File: config.mk
export PLATFORM = sky130hd
export DESIGN_NAME = dmem_access_ctrl_flat
export DESIGN_NICKNAME = d
export VERILOG_FILES = /design/src/rtl/dmem_access_ctrl_if.sv /design/src/rtl/dmem_access_ctrl.sv /design/src/flat_wrapper.sv
export SDC_FILE = /design/constraint.sdc
export NUM_CORES = 1
export LEC_CHECK = 0
export CORE_MARGIN = 2
export CORE_UTILIZATION = 39
export DETAILED_ROUTE_END_ITERATION = 16
export GPL_ROUTABILITY_DRIVEN = 0
export PLACE_DENSITY = 0.83
export SYNTH_ARGS = -nofsm -noshare
export SYNTH_HDL_FRONTEND = slang
export SYNTH_SLANG_ARGS = --single-unit
File: constraint.sdc
create_clock -name clk -period 1.8 [get_ports clk]
set_input_delay 0.36 -clock clk [delete_from_list [all_inputs] [get_ports clk]]
set_output_delay 0.36 -clock clk [all_outputs]
set_load 0.01 [all_outputs]
File: src/rtl/dmem_access_ctrl_if.sv
// Bundles the pipeline request/response handshake and the data-memory bus
// of dmem_access_ctrl; master is the controller side, slave the environment.
interface dmem_access_ctrl_if #(
    parameter int DATA_WIDTH = 32,
    parameter int ADDR_WIDTH = 32
);
    logic                  req_valid;
    logic                  req_we;
    logic [ADDR_WIDTH-1:0] req_addr;
    logic [DATA_WIDTH-1:0] req_wdata;
    logic                  req_ready;
    logic                  busy;
    logic                  resp_valid;
    logic                  resp_we;
    logic [DATA_WIDTH-1:0] resp_rdata;
    logic                  resp_err;
    logic                  mem_rd_en;
    logic                  mem_wr_en;
    logic [ADDR_WIDTH-1:0] mem_addr;
    logic [DATA_WIDTH-1:0] mem_wdata;
    logic                  mem_ready;
    logic [DATA_WIDTH-1:0] mem_rdata;

    modport master (
        input  req_valid, req_we, req_addr, req_wdata, mem_ready, mem_rdata,
        output req_ready, busy, resp_valid, resp_we, resp_rdata, resp_err,
               mem_rd_en, mem_wr_en, mem_addr, mem_wdata
    );

    modport slave (
        output req_valid, req_we, req_addr, req_wdata, mem_ready, mem_rdata,
        input  req_ready, busy, resp_valid, resp_we, resp_rdata, resp_err,
               mem_rd_en, mem_wr_en, mem_addr, mem_wdata
    );
endinterface

File: src/rtl/dmem_access_ctrl.sv
// Data-memory access controller: one load/store at a time, registered outputs.
// Optional WAIT-state timeout enabled by defining DMEM_TIMEOUT_EN.
module dmem_access_ctrl #(
    parameter int DATA_WIDTH     = 32,
    parameter int ADDR_WIDTH     = 32,
    parameter int ADDR_SHIFT     = 0,
    parameter int TIMEOUT_CYCLES = 64
) (
    input  logic               clk,
    input  logic               reset,
    dmem_access_ctrl_if.master bus
);

    typedef enum logic [1:0] {
        ST_IDLE  = 2'd0,
        ST_ISSUE = 2'd1,
        ST_WAIT  = 2'd2,
        ST_RESP  = 2'd3
    } state_t;

    state_t                state_r;
    logic                  we_r;
    logic                  req_ready_r;
    logic                  busy_r;
    logic                  resp_valid_r;
    logic                  resp_we_r;
    logic [DATA_WIDTH-1:0] resp_rdata_r;
    logic                  resp_err_r;
    logic                  mem_rd_en_r;
    logic                  mem_wr_en_r;
    logic [ADDR_WIDTH-1:0] mem_addr_r;
    logic [DATA_WIDTH-1:0] mem_wdata_r;

`ifdef DMEM_TIMEOUT_EN
    localparam int CNT_W = $clog2(TIMEOUT_CYCLES + 1);
    localparam logic [CNT_W-1:0] CNT_LAST = CNT_W'(TIMEOUT_CYCLES - 1);
    logic [CNT_W-1:0] tmo_cnt_r;
`else
    logic unused_cfg_s;
    assign unused_cfg_s = ^32'(TIMEOUT_CYCLES);
`endif

    // Access sequencer: all outputs are produced here so they stay registered.
    always_ff @(posedge clk) begin
        if (reset) begin
            state_r      <= ST_IDLE;
            we_r         <= 1'b0;
            req_ready_r  <= 1'b1;
            busy_r       <= 1'b0;
            resp_valid_r <= 1'b0;
            resp_we_r    <= 1'b0;
            resp_rdata_r <= {DATA_WIDTH{1'b0}};
            resp_err_r   <= 1'b0;
            mem_rd_en_r  <= 1'b0;
            mem_wr_en_r  <= 1'b0;
            mem_addr_r   <= {ADDR_WIDTH{1'b0}};
            mem_wdata_r  <= {DATA_WIDTH{1'b0}};
`ifdef DMEM_TIMEOUT_EN
            tmo_cnt_r    <= {CNT_W{1'b0}};
`endif
        end else begin
            case (state_r)
                ST_IDLE: begin
                    if (bus.req_valid) begin
                        we_r        <= bus.req_we;
                        mem_addr_r  <= bus.req_addr >> ADDR_SHIFT;
                        mem_wdata_r <= bus.req_wdata;
                        mem_wr_en_r <= bus.req_we;
                        mem_rd_en_r <= ~bus.req_we;
                        req_ready_r <= 1'b0;
                        busy_r      <= 1'b1;
                        state_r     <= ST_ISSUE;
`ifdef DMEM_TIMEOUT_EN
                        tmo_cnt_r   <= {CNT_W{1'b0}};
`endif
                    end else begin
                        req_ready_r <= 1'b1;
                        busy_r      <= 1'b0;
                    end
                end
                // mem_ready is not sampled here: the memory holds it low under the strobe.
                ST_ISSUE: begin
                    mem_rd_en_r <= 1'b0;
                    mem_wr_en_r <= 1'b0;
                    state_r     <= ST_WAIT;
                end
                ST_WAIT: begin
                    if (bus.mem_ready) begin
                        if (!we_r) begin
                            resp_rdata_r <= bus.mem_rdata;
                        end else begin
                            resp_rdata_r <= resp_rdata_r;
                        end
                        resp_valid_r <= 1'b1;
                        resp_we_r    <= we_r;
                        resp_err_r   <= 1'b0;
                        state_r      <= ST_RESP;
`ifdef DMEM_TIMEOUT_EN
                    end else if (tmo_cnt_r == CNT_LAST) begin
                        resp_rdata_r <= {DATA_WIDTH{1'b0}};
                        resp_valid_r <= 1'b1;
                        resp_we_r    <= we_r;
                        resp_err_r   <= 1'b1;
                        state_r      <= ST_RESP;
                    end else begin
                        tmo_cnt_r    <= tmo_cnt_r + CNT_W'(1);
`else
                    end else begin
                        state_r      <= ST_WAIT;
`endif
                    end
                end
                ST_RESP: begin
                    resp_valid_r <= 1'b0;
                    resp_we_r    <= 1'b0;
                    resp_err_r   <= 1'b0;
                    busy_r       <= 1'b0;
                    req_ready_r  <= 1'b1;
                    state_r      <= ST_IDLE;
                end
                default: begin
                    mem_rd_en_r  <= 1'b0;
                    mem_wr_en_r  <= 1'b0;
                    resp_valid_r <= 1'b0;
                    busy_r       <= 1'b0;
                    req_ready_r  <= 1'b1;
                    state_r      <= ST_IDLE;
                end
            endcase
        end
    end

    assign bus.req_ready  = req_ready_r;
    assign bus.busy       = busy_r;
    assign bus.resp_valid = resp_valid_r;
    assign bus.resp_we    = resp_we_r;
    assign bus.resp_rdata = resp_rdata_r;
    assign bus.resp_err   = resp_err_r;
    assign bus.mem_rd_en  = mem_rd_en_r;
    assign bus.mem_wr_en  = mem_wr_en_r;
    assign bus.mem_addr   = mem_addr_r;
    assign bus.mem_wdata  = mem_wdata_r;

endmodule

File: src/flat_wrapper.sv
// flat-port wrapper written by rule: the top's interface ports become plain ports
module dmem_access_ctrl_flat 
#(
    parameter int DATA_WIDTH     = 32,
    parameter int ADDR_WIDTH     = 32,
    parameter int ADDR_SHIFT     = 0,
    parameter int TIMEOUT_CYCLES = 64
)
  (clk, reset, bus_req_valid, bus_req_we, bus_req_addr, bus_req_wdata, bus_mem_ready, bus_mem_rdata, bus_req_ready, bus_busy, bus_resp_valid, bus_resp_we, bus_resp_rdata, bus_resp_err, bus_mem_rd_en, bus_mem_wr_en, bus_mem_addr, bus_mem_wdata);
  dmem_access_ctrl_if #(.DATA_WIDTH(DATA_WIDTH), .ADDR_WIDTH(ADDR_WIDTH)) bus_i ();
  input  logic clk;
  input  logic reset;
  input wire logic [$bits(bus_i.req_valid)-1:0] bus_req_valid;
  input wire logic [$bits(bus_i.req_we)-1:0] bus_req_we;
  input wire logic [$bits(bus_i.req_addr)-1:0] bus_req_addr;
  input wire logic [$bits(bus_i.req_wdata)-1:0] bus_req_wdata;
  input wire logic [$bits(bus_i.mem_ready)-1:0] bus_mem_ready;
  input wire logic [$bits(bus_i.mem_rdata)-1:0] bus_mem_rdata;
  output wire logic [$bits(bus_i.req_ready)-1:0] bus_req_ready;
  output wire logic [$bits(bus_i.busy)-1:0] bus_busy;
  output wire logic [$bits(bus_i.resp_valid)-1:0] bus_resp_valid;
  output wire logic [$bits(bus_i.resp_we)-1:0] bus_resp_we;
  output wire logic [$bits(bus_i.resp_rdata)-1:0] bus_resp_rdata;
  output wire logic [$bits(bus_i.resp_err)-1:0] bus_resp_err;
  output wire logic [$bits(bus_i.mem_rd_en)-1:0] bus_mem_rd_en;
  output wire logic [$bits(bus_i.mem_wr_en)-1:0] bus_mem_wr_en;
  output wire logic [$bits(bus_i.mem_addr)-1:0] bus_mem_addr;
  output wire logic [$bits(bus_i.mem_wdata)-1:0] bus_mem_wdata;
  assign bus_i.req_valid = bus_req_valid;
  assign bus_i.req_we = bus_req_we;
  assign bus_i.req_addr = bus_req_addr;
  assign bus_i.req_wdata = bus_req_wdata;
  assign bus_i.mem_ready = bus_mem_ready;
  assign bus_i.mem_rdata = bus_mem_rdata;
  assign bus_req_ready = bus_i.req_ready;
  assign bus_busy = bus_i.busy;
  assign bus_resp_valid = bus_i.resp_valid;
  assign bus_resp_we = bus_i.resp_we;
  assign bus_resp_rdata = bus_i.resp_rdata;
  assign bus_resp_err = bus_i.resp_err;
  assign bus_mem_rd_en = bus_i.mem_rd_en;
  assign bus_mem_wr_en = bus_i.mem_wr_en;
  assign bus_mem_addr = bus_i.mem_addr;
  assign bus_mem_wdata = bus_i.mem_wdata;
  dmem_access_ctrl #(.DATA_WIDTH(DATA_WIDTH), .ADDR_WIDTH(ADDR_WIDTH), .ADDR_SHIFT(ADDR_SHIFT), .TIMEOUT_CYCLES(TIMEOUT_CYCLES)) u_core (.clk(clk), .reset(reset), .bus(bus_i));
endmodule
==> flow_summary.toml <==
[worst_setup_path]
cp_num_buf_inv = 1
path_cells = "clkdlybuf4s50_1"
worstSetupStartpointType = "register"
required_arrival_time_at_the_worst_endpoint_ns = 1.44
critPathKind = "reg -> out"
worst_path_largest_cell_delay_ns = 0.58
path_max_fanout = 2
timing.critical_path.to_type = "output port"
kind_of_cell_with_the_highest_combined_delay_on_the_critical_path = "buffers and inverters"
signal_arrival_time_at_the_worst_endpoint_ns = 1.29
timing.critical_path.slowest_stage_cell = "sky130_fd_sc_hd__clkdlybuf4s50_1"

[floorplanning]
core-area_um2 = 9730
starting_utilization_of_the_core_area = 0.398
num_rows = 36
ios = 204
die-area_um2 = 10700
die-width_um = 104
floorplan.die.height_um = 104

[yosys]
synth_commonest_cells = "196 x sky130_fd_sc_hd__nand2_1, 105 x sky130_fd_sc_hd__dfxtp_1, 91 x sky130_fd_sc_hd__a21oi_1"
synth_nets = 575
seq_area_frac_synth = 0.543
yosysUniqueCellTypes = 27
synth.largest_area_cell = "sky130_fd_sc_hd__dfxtp_1"
yosys.area.top_type_share = 0.543
ys_ff_latch = 105
synth_area_um2 = 3870
synth_most_common_cell = "sky130_fd_sc_hd__nand2_1"
postSynth.topFlopCell = "sky130_fd_sc_hd__dfxtp_1"
synth.yosys.warnings = 0
synthCells = 468
count_of_flip_flops_with_a_built_in_enable_after_synthesis = 0
post_synth_main_area_contributors = "sky130_fd_sc_hd__dfxtp_1 54%, sky130_fd_sc_hd__nand2_1 19%, sky130_fd_sc_hd__a21oi_1 12%, sky130_fd_sc_hd__buf_8 2.3%, sky130_fd_sc_hd__a21oi_2 2.3%"
async_flop_share = 0
postSynthAreaPerCell_um2 = 8.28

[cts]
ctsResizeCount = 0
post_cts.repair.setup_buffers = 0
clk_transition_reported_paths_ns = 0.10
clock-sinks = 105
count_of_hold_buffers_inserted_by_post_cts_repair = 0
numCtsBuffers = 9
clk_latency_ns = 0.36
cts_max_path_buffers = 2
cts_root_buf = "sky130_fd_sc_hd__clkbuf_8"
tritoncts = "yes"
cts.htree.levels = 3

[timing]
final.min_clock_period_ns = 1.65
finalClockSkew_ns = 0.0150
final_critical_path_setup_slack_ns = 0.154
unrepaired_setup_endpoints_after_global_routing = "no"
final_min_period_over_clock_period = 0.914
timing.final.hold_violations = 0
tns_ns = 0
max_freq_ghz = 0.608
setup_viol = 0
fin_worst_hold_slack_ns = 0.399
timing.final.max_slew_violations = 0

[grt]
grt_overflow = 0
grt_antenna_before_repair = 0
grtUsageTotal = 0.199
pin_count_of_the_biggest_net_entering_global_routing = 56
grt_pass1_wl_mm = 17.6
grt_pass1_vias = 3627

[power]
sequentialPowerShare = 0.415
internal-power_uw = 4760
power.density_nw_per_um2 = 1160
share_comb_of_total_power = 0.378
ir_drop_uv = 542
power.share.switching = 0.333
power_switching_uw = 2370
power.clock.fraction = 0.207
power.leakage_uw = 0.00222
report.power.total_uw = 7130

[route]
detail_route.wl_per_cell_um = 13.5
wl_met2_mm = 5.33
met3_wire_length_um = 752
maxUsedRoutingLayer = "met4"
firstDrtPassIters = 4
wirelength_mm = 10.8
dr.first_iter.drc_count = 123
num_vias = 3766
antenna_violating_nets_post_route = 0
routed_via_density = 4.73
detail_route.drc_violations = 0
drt-met1-wl_mm = 4.39

[hold_path]
timing.hold.worst.class = "in -> reg"

[cells_and_area]
finalNonFillerCells = 797
final_layout_size_suffix_gt1_frac = 0.0633
nets = 766
area_growth_pct = 59.0
num_antenna_cells = 0

[placement]
io_buffers = 202
place.detailed.hpwl_mm = 8.01
placed_cells = 781
pre_cts_slack_ns = 0.167

[run_status]
status = "finished clean"

[flow_run]
max-cap-violations = 0
==> power by group through the flow <==
stage	clock [µW]	sequential, µW	combinational, µW
after floorplan	0	3170	1340
after global placement	0	2990	2650
after detailed placement	0	3020	2720
after CTS	1520	2960	2730
after global routing	1620	3010	2960
final	1480	2960	2700
==> registers in the layout (all words and copies together), names as in the netlist <==
register,cells
u_core.bus.mem_wdata,32
u_core.bus.mem_rd_en,1
u_core.bus.resp_rdata,32
u_core.bus.resp_we,1
u_core.bus.busy,1
u_core.we_r,1
u_core.bus.resp_valid,1
u_core.bus.mem_wr_en,1
u_core.bus.req_ready,1
u_core.state_r,2
u_core.bus.mem_addr,32
==> per-layer routing <==
metal | track usage | up-vias
li1 | - | 1882
met1 | 0.234 | 1709
met2 | 0.344 | 148
met3 | 0.0485 | 27
met4 | 0.0898 | 0
met5 | 0 | -
==> cells in the final DEF (no fill, tap or decap), types with 2 or more instances in the layout <==
cell type,Yosys,final
sky130_fd_sc_hd__a21oi_1,91,91
sky130_fd_sc_hd__clkdlybuf4s50_1,0,201
sky130_fd_sc_hd__a21oi_2,10,10
sky130_fd_sc_hd__nand2b_1,2,2
sky130_fd_sc_hd__nand4b_1,2,2
sky130_fd_sc_hd__nor2_1,5,5
sky130_fd_sc_hd__inv_6,0,4
sky130_fd_sc_hd__dfxtp_1,105,105
sky130_fd_sc_hd__ha_1,6,6
sky130_fd_sc_hd__inv_1,2,2
sky130_fd_sc_hd__nor3b_1,2,2
sky130_fd_sc_hd__mux2i_1,2,2
sky130_fd_sc_hd__nand2_1,196,195
sky130_fd_sc_hd__buf_12,0,4
sky130_fd_sc_hd__clkbuf_8,0,9
sky130_fd_sc_hd__a211oi_1,2,2
sky130_fd_sc_hd__buf_4,2,9
sky130_fd_sc_hd__clkinv_2,0,2
==> cell families (layout without fill, tap and decap cells) <==
group | count (synthesis) | in the layout | synth area share
other | 1 | 1 | 0.000968
AOI/OAI and AO/OA | 105 | 105 | 0.148
DFF | 105 | 105 | 0.543
and+or+nand+nor | 212 | 212 | 0.217
muxes | 3 | 3 | 0.00807
adders and majority gates | 6 | 6 | 0.0194
buffers and inverters | 36 | 232 | 0.0643
==> final timing paths <==
| kind | cells past startpoint | start | endpoint | slack (ns) |
|---|---|---|---|---|
| worst max-delay path | 1 | u_core.bus.resp_valid$_SDFFE_PP0P_ | bus_resp_valid | 0.15 |
| worst min-delay path | 2 | reset | u_core.bus.mem_rd_en$_SDFFE_PP0P_ | 0.40 |
| worst max register to register | 6 | u_core.state_r[0]$_SDFFE_PP0P_ | u_core.bus.mem_wdata[20]$_SDFFE_PP0P_ | 0.29 |
| worst min register to register | 2 | u_core.bus.resp_rdata[17]$_SDFFE_PP0P_ | u_core.bus.resp_rdata[17]$_SDFFE_PP0P_ | 0.46 |
==> cell type report <==
| cell class | instances | area, µm² |
|---|---|---|
| fillers | 843 | 3570 |
| repair buffers | 214 | 2160 |
| flip-flops and latches | 105 | 2100 |
| multi-input cells | 327 | 1530 |
| well taps | 133 | 166 |
| clock buffers | 9 | 124 |
| clock inverters | 7 | 75.1 |
| inverters | 2 | 7.51 |
==> metrics by stage <==
stage	util	instance area, µm²
final	0.633	6160
after global routing	0.633	6160
after CTS	0.633	6160
after detailed placement	0.613	5960
after global placement	0.613	5960
after floorplan	-	3870
(Power assumes the default switching activity.)
